[config.mk]
export PLATFORM = sky130hd
export DESIGN_NAME = uart_rx_byte
export DESIGN_NICKNAME = d
export VERILOG_FILES = /design/src/rtl/uart_rx_byte.sv
export SDC_FILE = /design/constraint.sdc
export NUM_CORES = 1
export LEC_CHECK = 0
export BUFFER_PORTS_ARGS = -buffer_cell sky130_fd_sc_hd__buf_2
export CAP_MARGIN = 20
export CORE_ASPECT_RATIO = 2
export CORE_MARGIN = 1.5
export CORE_UTILIZATION = 40
export CTS_CLUSTER_SIZE = 10
export DETAILED_ROUTE_END_ITERATION = 16
export PLACE_DENSITY = 0.57
export SLEW_MARGIN = 5
export SYNTH_ARGS = -nofsm -noshare
export SYNTH_HDL_FRONTEND = slang
export SYNTH_SLANG_ARGS = --single-unit
[constraint.sdc]
create_clock -name clk -period 2 [get_ports clk]
set_input_delay 0 -clock clk [delete_from_list [all_inputs] [get_ports clk]]
set_output_delay 0 -clock clk [all_outputs]
set_load 0.02 [all_outputs]
[src/rtl/uart_rx_byte.sv]
// 8N1 UART receiver: synchronises rx, samples each bit at mid-period and emits
// one-cycle byte / framing-error strobes; a stuck-low line is held off in BREAK.
module uart_rx_byte #(
    parameter int CLK_FREQ = 50_000_000,
    parameter int BAUD     = 115200
) (
    input  logic       clk,
    input  logic       rstn,
    input  logic       rx,
    output logic [7:0] rx_data,
    output logic       rx_valid,
    output logic       rx_ferr,
    output logic       rx_busy
);

    localparam int CLKS_PER_BIT = CLK_FREQ / BAUD;
    localparam int HALF_BIT     = CLKS_PER_BIT / 2;
    localparam int CNT_W        = $clog2(CLKS_PER_BIT);

    localparam logic [CNT_W-1:0] CNT_LAST = CNT_W'(CLKS_PER_BIT - 1);
    localparam logic [CNT_W-1:0] CNT_HALF = CNT_W'(HALF_BIT - 1);
    localparam logic [CNT_W-1:0] CNT_ONE  = CNT_W'(1);

    if (CLKS_PER_BIT < 4) begin : g_cpb_check
        $error("uart_rx_byte: CLK_FREQ/BAUD must be at least 4");
    end

    typedef enum logic [2:0] {
        S_IDLE,
        S_START,
        S_DATA,
        S_STOP,
        S_BREAK
    } state_e;

    state_e           state_q, state_d;
    logic [1:0]       sync_q, sync_d;
    logic [CNT_W-1:0] clk_cnt_q, clk_cnt_d;
    logic [2:0]       bit_idx_q, bit_idx_d;
    logic [7:0]       sh_q, sh_d;
    logic [7:0]       rx_data_q, rx_data_d;
    logic             rx_valid_q, rx_valid_d;
    logic             rx_ferr_q, rx_ferr_d;
    logic             rx_s;

    assign sync_d = {sync_q[0], rx};
    assign rx_s   = sync_q[1];

    always_comb begin
        state_d    = state_q;
        clk_cnt_d  = clk_cnt_q;
        bit_idx_d  = bit_idx_q;
        sh_d       = sh_q;
        rx_data_d  = rx_data_q;
        rx_valid_d = 1'b0;
        rx_ferr_d  = 1'b0;

        case (state_q)
            S_IDLE: begin
                clk_cnt_d = '0;
                if (!rx_s) begin
                    state_d = S_START;
                end
            end

            S_START: begin
                if (clk_cnt_q == CNT_HALF) begin
                    clk_cnt_d = '0;
                    if (!rx_s) begin
                        state_d   = S_DATA;
                        bit_idx_d = '0;
                    end else begin
                        state_d = S_IDLE;
                    end
                end else begin
                    clk_cnt_d = clk_cnt_q + CNT_ONE;
                end
            end

            S_DATA: begin
                if (clk_cnt_q == CNT_LAST) begin
                    clk_cnt_d = '0;
                    sh_d      = {rx_s, sh_q[7:1]};
                    if (bit_idx_q == 3'd7) begin
                        state_d = S_STOP;
                    end else begin
                        bit_idx_d = bit_idx_q + 3'd1;
                    end
                end else begin
                    clk_cnt_d = clk_cnt_q + CNT_ONE;
                end
            end

            // Leaves mid-stop-bit so a back-to-back start edge is still seen.
            S_STOP: begin
                if (clk_cnt_q == CNT_LAST) begin
                    clk_cnt_d = '0;
                    if (rx_s) begin
                        rx_data_d  = sh_q;
                        rx_valid_d = 1'b1;
                        state_d    = S_IDLE;
                    end else begin
                        rx_ferr_d = 1'b1;
                        state_d   = S_BREAK;
                    end
                end else begin
                    clk_cnt_d = clk_cnt_q + CNT_ONE;
                end
            end

            S_BREAK: begin
                clk_cnt_d = '0;
                if (rx_s) begin
                    state_d = S_IDLE;
                end
            end

            default: begin
                state_d   = S_IDLE;
                clk_cnt_d = '0;
            end
        endcase
    end

    always_ff @(posedge clk or negedge rstn) begin
        if (!rstn) begin
            state_q    <= S_IDLE;
            sync_q     <= '1;
            clk_cnt_q  <= '0;
            bit_idx_q  <= '0;
            sh_q       <= '0;
            rx_data_q  <= '0;
            rx_valid_q <= 1'b0;
            rx_ferr_q  <= 1'b0;
        end else begin
            state_q    <= state_d;
            sync_q     <= sync_d;
            clk_cnt_q  <= clk_cnt_d;
            bit_idx_q  <= bit_idx_d;
            sh_q       <= sh_d;
            rx_data_q  <= rx_data_d;
            rx_valid_q <= rx_valid_d;
            rx_ferr_q  <= rx_ferr_d;
        end
    end

    assign rx_data  = rx_data_q;
    assign rx_valid = rx_valid_q;
    assign rx_ferr  = rx_ferr_q;
    assign rx_busy  = (state_q != S_IDLE);

endmodule

==> results of run 1 <==
==> worst min-delay path by stage <==
stage,from,end,depth (start not counted),slack (ns)
floorplan,rstn,bit_idx_q[0],0,-0.30
detailed placement,rstn,sh_q[4],1,0.11
global placement,rstn,sh_q[4],1,0.1
finish,rstn,rx_data[6],2,0.32
CTS,rstn,sh_q[4],2,0.34
global route,rx,sync_q[0],2,0.36
==> flip-flops by register name, indices dropped and copies added, names as in the netlist <==
signal,cells
rx_ferr,1
rx_data,8
sh_q,8
state_q,3
rx_valid,1
sync_q,2
bit_idx_q,3
clk_cnt_q,9
==> layout make-up <==
class	instances	area (sq um)	area share (%)
Tap cell	51	63.8	3.50
Clock inverter	2	12.5	0.685
Timing Repair Buffer	19	128	6.99
Multi-Input combinational cell	75	663	36.3
Clock buffer	6	72.6	3.98
Inverter	2	7.51	0.411
Sequential cell	35	878	48.1
==> power by group <==
group	switching, mW	internal, mW	total [mW]
clock network	0.242	0.243	0.485
logic	0.0141	0.00420	0.0183
registers	0.00222	0.712	0.714
==> worst register-to-register path, stage by stage, from the launching register on <==
cell and delay [ns]:
dfrtp_1 0.40, inv_1 0.09, ha_1 0.20, nand4b_4 0.17
nor2_4 0.14, and4_1 0.24, buf_12 0.14, mux2_2 0.33
==> cells in the mapped netlist (all sizes together) <==
master | number | area share [%]
nor2 | 16 | 4.3
or3 | 1 | 0.40
a32oi | 1 | 0.56
o221ai | 1 | 0.56
nor4 | 1 | 1.4
nand2 | 3 | 0.72
a22o | 3 | 1.7
nand2b | 1 | 0.40
nor3 | 2 | 0.64
mux2 | 17 | 12
nor2b | 3 | 1.2
nor4b | 1 | 1.5
nand3 | 3 | 0.96
inv | 2 | 0.48
dfrtp | 33 | 53
and4 | 1 | 0.56
or3b | 1 | 0.56
xnor2 | 5 | 2.8
nand4bb | 1 | 1.8
nand4 | 1 | 0.40
o21a | 1 | 0.48
ha | 5 | 4.0
o21bai | 1 | 0.72
mux2i | 1 | 0.64
or4b | 1 | 0.64
buf | 3 | 1.4
o21ai | 1 | 0.56
dfstp | 2 | 3.3
xor2 | 2 | 1.1
nand4b | 1 | 1.5
==> per-layer routing <==
metal  part of all wire [%]  vias up  track usage, %
met5                      0        -               0
met2                     58       18            24.1
met4                    3.1        0            8.10
met1                     36      485            14.6
met3                    2.5        9            4.17
li1                       -      448               -
==> metrics by stage <==
step,area (sq um),hold WS [ns],power [mW]
detailed placement,1720,0.109,0.744
global route,1830,0.357,1.28
CTS,1820,0.340,1.24
finish,1830,0.317,1.22
floorplan,1570,-0.296,0.727
global placement,1720,0.0988,0.743
==> repair_timing <==
action,CTS,global route
resized for setup,0,1
hold buffers,2,0
setup endpoints to repair,0,2
hold endpoints to repair,34,0
==> logic make-up after synthesis <==
| group | synth area share, % |
|---|---|
| adders and majority gates | 3.98 |
| buffers and inverters | 1.91 |
| DFF | 55.9 |
| muxes | 12.8 |
| and+or+nand+nor | 16.9 |
| xor gates and xnor gates | 3.90 |
| AOI/OAI and AO/OA | 4.54 |
==> results.py, run 1 <==
metrics = {
    "synthesis": {
        "ys_ff_latch": 35,
        "seq_area_frac_synth_pct": 55.9,
        "syn-instance-count": 115,
        "syn_nets": 123,
        "syn_area_sq_um": 1570,
        "synth_warnings": 0,
        "synth.distinct_cells": 31,
        "syn_avg_cell_area_sq_um": 13.7,
    },
    "sta": {
        "setup_violations": 0,
        "maxSlewViolCount": 0,
        "clock_skew_ns": 0.00776,
        "fin_ws_ns": 0.181,
        "worstMarginPinSlew_ns": 0.751,
        "rsz0062_at_grt": "no",
        "period_share_pct": 91.0,
        "fin_setup_tns_ns": 0,
        "fin_crit_ns": 1.82,
        "slew_headroom_pct": 49.9,
        "fmax_mhz": 550,
        "final-hold-violation-count": 0,
    },
    "placement": {
        "dp_hpwl_mm": 2.00,
        "dp.cells": 180,
        "port_buffers": 13,
        "place_congestion": 0.784,
        "pre_cts_ws_ns": 0.128,
    },
    "floorplanning": {
        "die_height_um": 91.6,
        "initial_core_util_pct": 41.3,
        "chipWidth_um": 47.3,
        "die_area_sq_um": 4330,
        "coreArea_sq_um": 3800,
        "rows": 32,
        "ios": 14,
    },
    "critical_path": {
        "end_kind": "register",
        "critical_path.startpoint": "clk_cnt_q[1]",
        "reg2reg_to": "rx_data[2]",
        "cp.depth": 7,
        "arrival_ns": 1.99,
        "worst-path-buf-inv": 2,
        "required_ns": 2.17,
        "worst-setup-path-type": "reg -> reg",
        "rrSetupSlack_ns": 0.18,
        "cpMaxStageDelayCell": "dfrtp_1",
        "rr_worst_depth": 7,
        "cp_cell_sequence": "inv_1 > ha_1 > nand4b_4 > nor2_4 > and4_1 > buf_12 > mux2_2",
        "crit_path_end": "rx_data[2]",
        "cp_top_family": "simple AND/OR/NAND/NOR gates",
        "critical-path-max-stage-delay_ns": 0.40,
        "start_kind": "register",
        "timing.rr.start": "clk_cnt_q[1]",
        "cp_max_fo": 9,
    },
    "hold_path": {
        "min_path_type": "in -> async",
    },
    "detailed_routing": {
        "remaining_drc_errors": 0,
        "first_pass_iters": 4,
        "wl_per_cell_um": 14.0,
        "vias": 960,
        "drt-initial-drc-count": 14,
        "ant_nets": 0,
        "finalWirelength_mm": 2.67,
        "vias_per_cell": 5.05,
    },
    "grt": {
        "grt.overflow.total": 0,
        "grt_pass1_wl_mm": 4.42,
        "antenna_found_initial": 0,
        "grt_pass1_vias": 989,
        "gr-usage-all-layers_pct": 14.4,
        "grt_max_degree": 36,
    },
    "clocking": {
        "cts_buffers": 5,
        "clk_latency_ns": 0.29,
        "cts_sinks": 35,
        "cts_setup_buffers": 0,
        "clock_path_buffers": 2,
        "cts_tree": "done",
        "cts-root-buf": "clkbuf_8",
        "htreeDepth": 2,
        "clk_pin_slew_ns": 0.07,
    },
    "final_layout": {
        "final_cell_mix": "dfrtp_1 (33), mux2_2 (17), nor2_1 (15)",
        "drive_above_1_share_pct": 36.7,
        "area_delta_synth_final_pct": 16.3,
        "final_util_pct": 48.0,
        "final.fill_count": 347,
        "fin_cells": 190,
        "diodes": 0,
        "layout.nets": 146,
        "mostFrequentLayoutCell": "dfrtp_1",
    },
    "outcome": {
        "status": "completed",
    },
    "pwr": {
        "peakVddDrop_uv": 335,
        "p_leak_nw": 0.938,
        "p_per_area_nw_per_um2": 667,
    },
    "run": {
        "maxCapViolations": 0,
    },
}
No activity file was read; power rests on OpenSTA's default activity.
==> run 2, diff against run 1 <==
Settings changed: GPL_TIMING_DRIVEN set to 0.
==> run 2 against run 1 <==
  * Hold slack worse by 0.00083 ns
  * Highest routed layer unchanged
  * Clock power is 0.8% lower
  * Count of clock-buffer cells in the layout grew 1
  * Critical path type unchanged
==> results.py, run 2 (synthesis results as in run 1) <==
metrics = {
    "outcome": {
        "status": "completed",
    },
    "clocking": {
        "clock_path_buffers": 2,
        "cts-root-buf": "clkbuf_8",
        "clk_latency_ns": 0.28,
        "cts_sinks": 35,
        "clk_pin_slew_ns": 0.07,
        "htreeDepth": 2,
        "cts_tree": "done",
        "cts_buffers": 5,
        "ctsResizeCount": 0,
    },
    "detailed_routing": {
        "wirelength_met1_mm": 1.00,
        "remaining_drc_errors": 0,
        "wl_per_cell_um": 13.9,
        "vias": 964,
        "ant_nets": 0,
        "highest_layer": "met4",
        "wl_met3_um": 72,
        "met2WireLength_mm": 1.53,
        "first_pass_iters": 4,
        "vias_per_cell": 5.05,
        "finalWirelength_mm": 2.66,
        "drt-initial-drc-count": 16,
    },
    "sta": {
        "rsz0062_at_grt": "no",
        "setup_violations": 0,
        "fin_crit_ns": 1.87,
        "clock_skew_ns": 0.00155,
        "maxSlewViolCount": 0,
        "period_share_pct": 93.4,
        "fin_setup_tns_ns": 0,
        "slew_headroom_pct": 49.9,
        "final-hold-violation-count": 0,
        "fmax_mhz": 535,
        "worstMarginPinSlew_ns": 0.752,
    },
    "grt": {
        "grt.overflow.total": 0,
        "gr-usage-all-layers_pct": 14.5,
        "grt_pass1_wl_mm": 4.44,
        "antenna_found_initial": 0,
        "grt_pass1_vias": 967,
        "grt_max_degree": 36,
    },
    "floorplanning": {
        "ios": 14,
        "die_height_um": 91.6,
        "rows": 32,
        "chipWidth_um": 47.3,
        "initial_core_util_pct": 41.3,
        "die_area_sq_um": 4330,
        "coreArea_sq_um": 3800,
    },
    "placement": {
        "dp_hpwl_mm": 1.89,
        "place_congestion": 0.781,
        "dpl-instance-area_sq_um": 1700,
        "port_buffers": 13,
        "dp.cells": 179,
    },
    "final_layout": {
        "diodes": 0,
        "drive_above_1_share_pct": 35.7,
        "final.fill_count": 362,
        "regMostFlops": "clk_cnt_q",
        "layout.nets": 147,
        "fin_cells": 191,
        "final_cell_area_sq_um": 1820,
        "area_delta_synth_final_pct": 15.6,
        "mostFrequentLayoutCell": "dfrtp_1",
        "largest_register_ffs": 9,
        "final_cell_mix": "dfrtp_1 (33), mux2_2 (17), nor2_1 (15)",
    },
    "critical_path": {
        "end_kind": "register",
        "arrival_ns": 2.04,
        "required_ns": 2.17,
        "worst-setup-path-type": "reg -> reg",
        "critical_path.startpoint": "clk_cnt_q[1]",
        "timing.rr.start": "clk_cnt_q[1]",
        "cp_max_fo": 9,
        "start_kind": "register",
    },
    "pwr": {
        "p_per_area_nw_per_um2": 668,
        "p_leak_nw": 0.941,
        "peakVddDrop_uv": 384,
    },
    "hold_path": {
        "min_path_type": "in -> async",
    },
    "run": {
        "maxCapViolations": 0,
    },
}
-- run 2: cell count changes in the layout (fill, tap and decap cells not counted), sizes merged --
cell / change
clkbuf: +1
buf: +1
clkinvlp: -1
-- run 2: layer usage --
layer,GRT usage (%),up-vias
met2,24.7,14
met5,0,-
met4,7.41,0
met3,4.17,5
li1,-,453
met1,14.6,492
-- run 2: final cells by class --
class / count / area [sq um] / area share, %
sequential: 35 / 878 / 48.4
multi-input combinational: 75 / 662 / 36.5
inverter: 2 / 7.51 / 0.414
timing repair buffer: 17 / 100 / 5.51
tap: 51 / 63.8 / 3.51
clock buffer: 7 / 76.3 / 4.20
buffer: 3 / 22.5 / 1.24
clock inverter: 1 / 5.00 / 0.276
-- run 2: report_power, final --
group	switching (mW)	total [mW]	leakage, nW	internal (mW)
Clock	0.237	0.481	0.0422	0.244
Sequential	0.00245	0.714	0.467	0.712
Combinational	0.0141	0.0183	0.431	0.00420
Total	0.253	1.21	0.941	0.960
-- run 2: worst max-delay path: stages, from the launching register on --
cell      delay (ns)
dfrtp_1         0.40
inv_1           0.08
ha_1            0.21
nand4b_4        0.18
nor2_4          0.16
and4_1          0.20
buf_4           0.18
mux2_2          0.34
-- run 2: final timing paths --
kind / endpoint / slack [ns] / depth (start not counted)
worst min register to register: sync_q[1] / 0.36 / 0
min in group clk: sync_q[0] / 0.35 / 2
worst min-delay path: rx_data[4] / 0.32 / 2
worst max-delay path: rx_data[5] / 0.13 / 7
worst max register to register: rx_data[5] / 0.13 / 7
max in group asynchronous: rx_ferr / 1.20 / 2
-- run 2: timing repair --
item	CTS	global route
hold endpoints to repair	34	0
hold buffers	2	0
setup endpoints to repair	8	8
pin swaps	1	1
setup buffers	1	1
-- run 2: stage by stage --
| stage | hold WS (ns) | power [mW] | worst slack, ns | util, % |
|---|---|---|---|---|
| 6_report | 0.316 | 1.21 | 0.132 | 47.7 |
| 5_1_grt | 0.360 | 1.26 | 0.0286 | 47.7 |
| 2_1_floorplan | -0.296 | 0.727 | 0.235 | - |
| 3_3_place_gp | 0.102 | 0.743 | 0.0165 | 44.7 |
| 3_5_place_dp | 0.107 | 0.744 | -0.0337 | 44.7 |
| 4_1_cts | 0.353 | 1.23 | 0.0530 | 47.5 |
==> run 3, diff against run 2 <==
Clock period 2 ns to 2.4 ns, I/O delays scaled along.
==> run 3 against run 2 <==
  * Non-clock buffer count decreased by 2
  * Sequential share of layout area increased by 0.40 points
  * Clock power decreased by 17%
  * Power decreased by 17%
  * First-iteration DRC count unchanged
  * Global-route usage decreased by 0.075 points
  * Combinational power decreased by 16%
  * Final area decreased by 0.83%
  * Critical path type unchanged
  * Critical endpoint is now sh_q[6]
==> results.py, run 3 (synthesis results as in run 1) <==
metrics = {
    "sta": {
        "period_share_pct": 84.2,
        "maxSlewViolCount": 0,
        "setup_violations": 0,
        "worstMarginPinSlew_ns": 0.758,
        "clock_skew_ns": 0.00179,
        "rsz0062_at_grt": "no",
        "fmax_mhz": 495,
        "slew_headroom_pct": 49.5,
        "fin_crit_ns": 2.02,
        "final-hold-violation-count": 0,
        "fin_setup_tns_ns": 0,
    },
    "placement": {
        "port_buffers": 13,
        "dp_hpwl_mm": 1.89,
        "place_congestion": 0.781,
    },
    "critical_path": {
        "cp_max_fo": 8,
        "end_kind": "register",
        "required_ns": 2.57,
        "worst-setup-path-type": "reg -> reg",
        "start_kind": "register",
        "critical-path-max-stage-delay_ns": 0.62,
        "cp_cell_sequence": "inv_1 > ha_1 > nand4b_4 > nor4_4 > mux2_2",
        "arrival_ns": 2.19,
        "cpMaxStageDelayCell": "nor4_4",
    },
    "floorplanning": {
        "die_height_um": 91.6,
        "die_area_sq_um": 4330,
        "coreArea_sq_um": 3800,
        "ios": 14,
        "rows": 32,
        "chipWidth_um": 47.3,
        "initial_core_util_pct": 41.3,
    },
    "detailed_routing": {
        "drt-initial-drc-count": 16,
        "ant_nets": 0,
        "finalWirelength_mm": 2.64,
        "first_pass_iters": 4,
        "vias_per_cell": 5.14,
        "wl_per_cell_um": 14.0,
        "vias": 971,
        "remaining_drc_errors": 0,
    },
    "clocking": {
        "clk_pin_slew_ns": 0.07,
        "cts_buffers": 5,
        "cts_sinks": 35,
        "htreeDepth": 2,
        "cts_setup_buffers": 0,
        "clock_path_buffers": 2,
        "clk_latency_ns": 0.28,
        "cts-root-buf": "clkbuf_8",
        "cts_tree": "done",
    },
    "final_layout": {
        "largest_register_ffs": 9,
        "mostFrequentLayoutCell": "dfrtp_1",
        "final_cell_mix": "dfrtp_1 (33), mux2_2 (17), nor2_1 (15)",
        "final.fill_count": 362,
        "drive_above_1_share_pct": 34.8,
        "regMostFlops": "clk_cnt_q",
        "diodes": 0,
        "area_delta_synth_final_pct": 14.7,
        "layout.nets": 145,
    },
    "grt": {
        "grt_pass1_wl_mm": 4.42,
        "grt_pass1_vias": 958,
        "grt.overflow.total": 0,
        "gr-usage-all-layers_pct": 14.4,
        "grt_max_degree": 36,
        "antenna_found_initial": 0,
    },
    "pwr": {
        "post-layout-total-power_mw": 1.01,
        "p_per_area_nw_per_um2": 562,
        "peakVddDrop_uv": 320,
        "p_leak_nw": 0.930,
    },
    "run": {
        "maxCapViolations": 0,
    },
    "hold_path": {
        "min_path_type": "in -> async",
    },
    "outcome": {
        "status": "completed",
    },
}
[run 3: cell count changes in the layout (fill, tap and decap cells not counted)]
cell	before	now
buf_4	5	3
[run 3: worst max-delay path: cells and delay by family (launching register included)]
| kind | cells | cell delay [ns] |
|---|---|---|
| adders and majority gates | 1 | 0.21 |
| buffers and inverters | 1 | 0.08 |
| DFF | 1 | 0.40 |
| muxes | 1 | 0.41 |
| and+or+nand+nor | 2 | 0.80 |
[run 3: per-layer routing]
layer / part of all wire (%) / up-vias / global-route usage (%)
met2: 58 / 18 / 24.3
met4: 2.2 / 0 / 7.41
met1: 37 / 498 / 14.8
met3: 3.0 / 5 / 4.17
met5: 0 / - / 0
li1: - / 450 / -
[run 3: layout make-up]
| type | count | area [sq um] | area share (%) |
|---|---|---|---|
| Buffer | 3 | 22.5 | 1.25 |
| Clock buffer | 7 | 76.3 | 4.24 |
| Clock inverter | 1 | 5.00 | 0.278 |
| Inverter | 2 | 7.51 | 0.417 |
| Multi-Input combinational cell | 75 | 662 | 36.8 |
| Sequential cell | 35 | 878 | 48.8 |
| Tap cell | 51 | 63.8 | 3.54 |
| Timing Repair Buffer | 15 | 85.1 | 4.73 |
[run 3: power by group]
part | internal [mW] | switching [mW]
sequential | 0.593 | 0.00208
combinational | 0.00350 | 0.0119
clock | 0.203 | 0.198
total | 0.800 | 0.212
[run 3: worst paths after layout]
kind                       slack [ns]  cells past startpoint    startpoint         end
max                              0.38                      5  clk_cnt_q[1]     sh_q[6]
min                              0.32                      2          rstn  rx_data[4]
max reg2reg                      0.38                      5  clk_cnt_q[1]     sh_q[6]
min reg2reg                      0.36                      0     sync_q[0]   sync_q[1]
max in group asynchronous        1.59                      2          rstn     rx_ferr
min in group clk                 0.35                      2            rx   sync_q[0]
[run 3: what timing repair did]
action | CTS | global route
hold buffers | 2 | 0
resized for setup | 0 | 0
hold endpoints to repair | 34 | 0
[run 3: metrics by stage]
stage | hold WS [ns] | utilization, % | std cells | worst slack (ns) | instance area [sq um]
6_report | 0.317 | 47.3 | 189 | 0.380 | 1800
5_1_grt | 0.360 | 47.3 | 189 | 0.264 | 1800
4_1_cts | 0.353 | 47.3 | 189 | 0.347 | 1800
3_5_place_dp | 0.107 | 44.7 | 179 | 0.366 | 1700
3_3_place_gp | 0.102 | 44.7 | 179 | 0.417 | 1700
2_1_floorplan | -0.296 | - | 115 | 0.635 | 1570
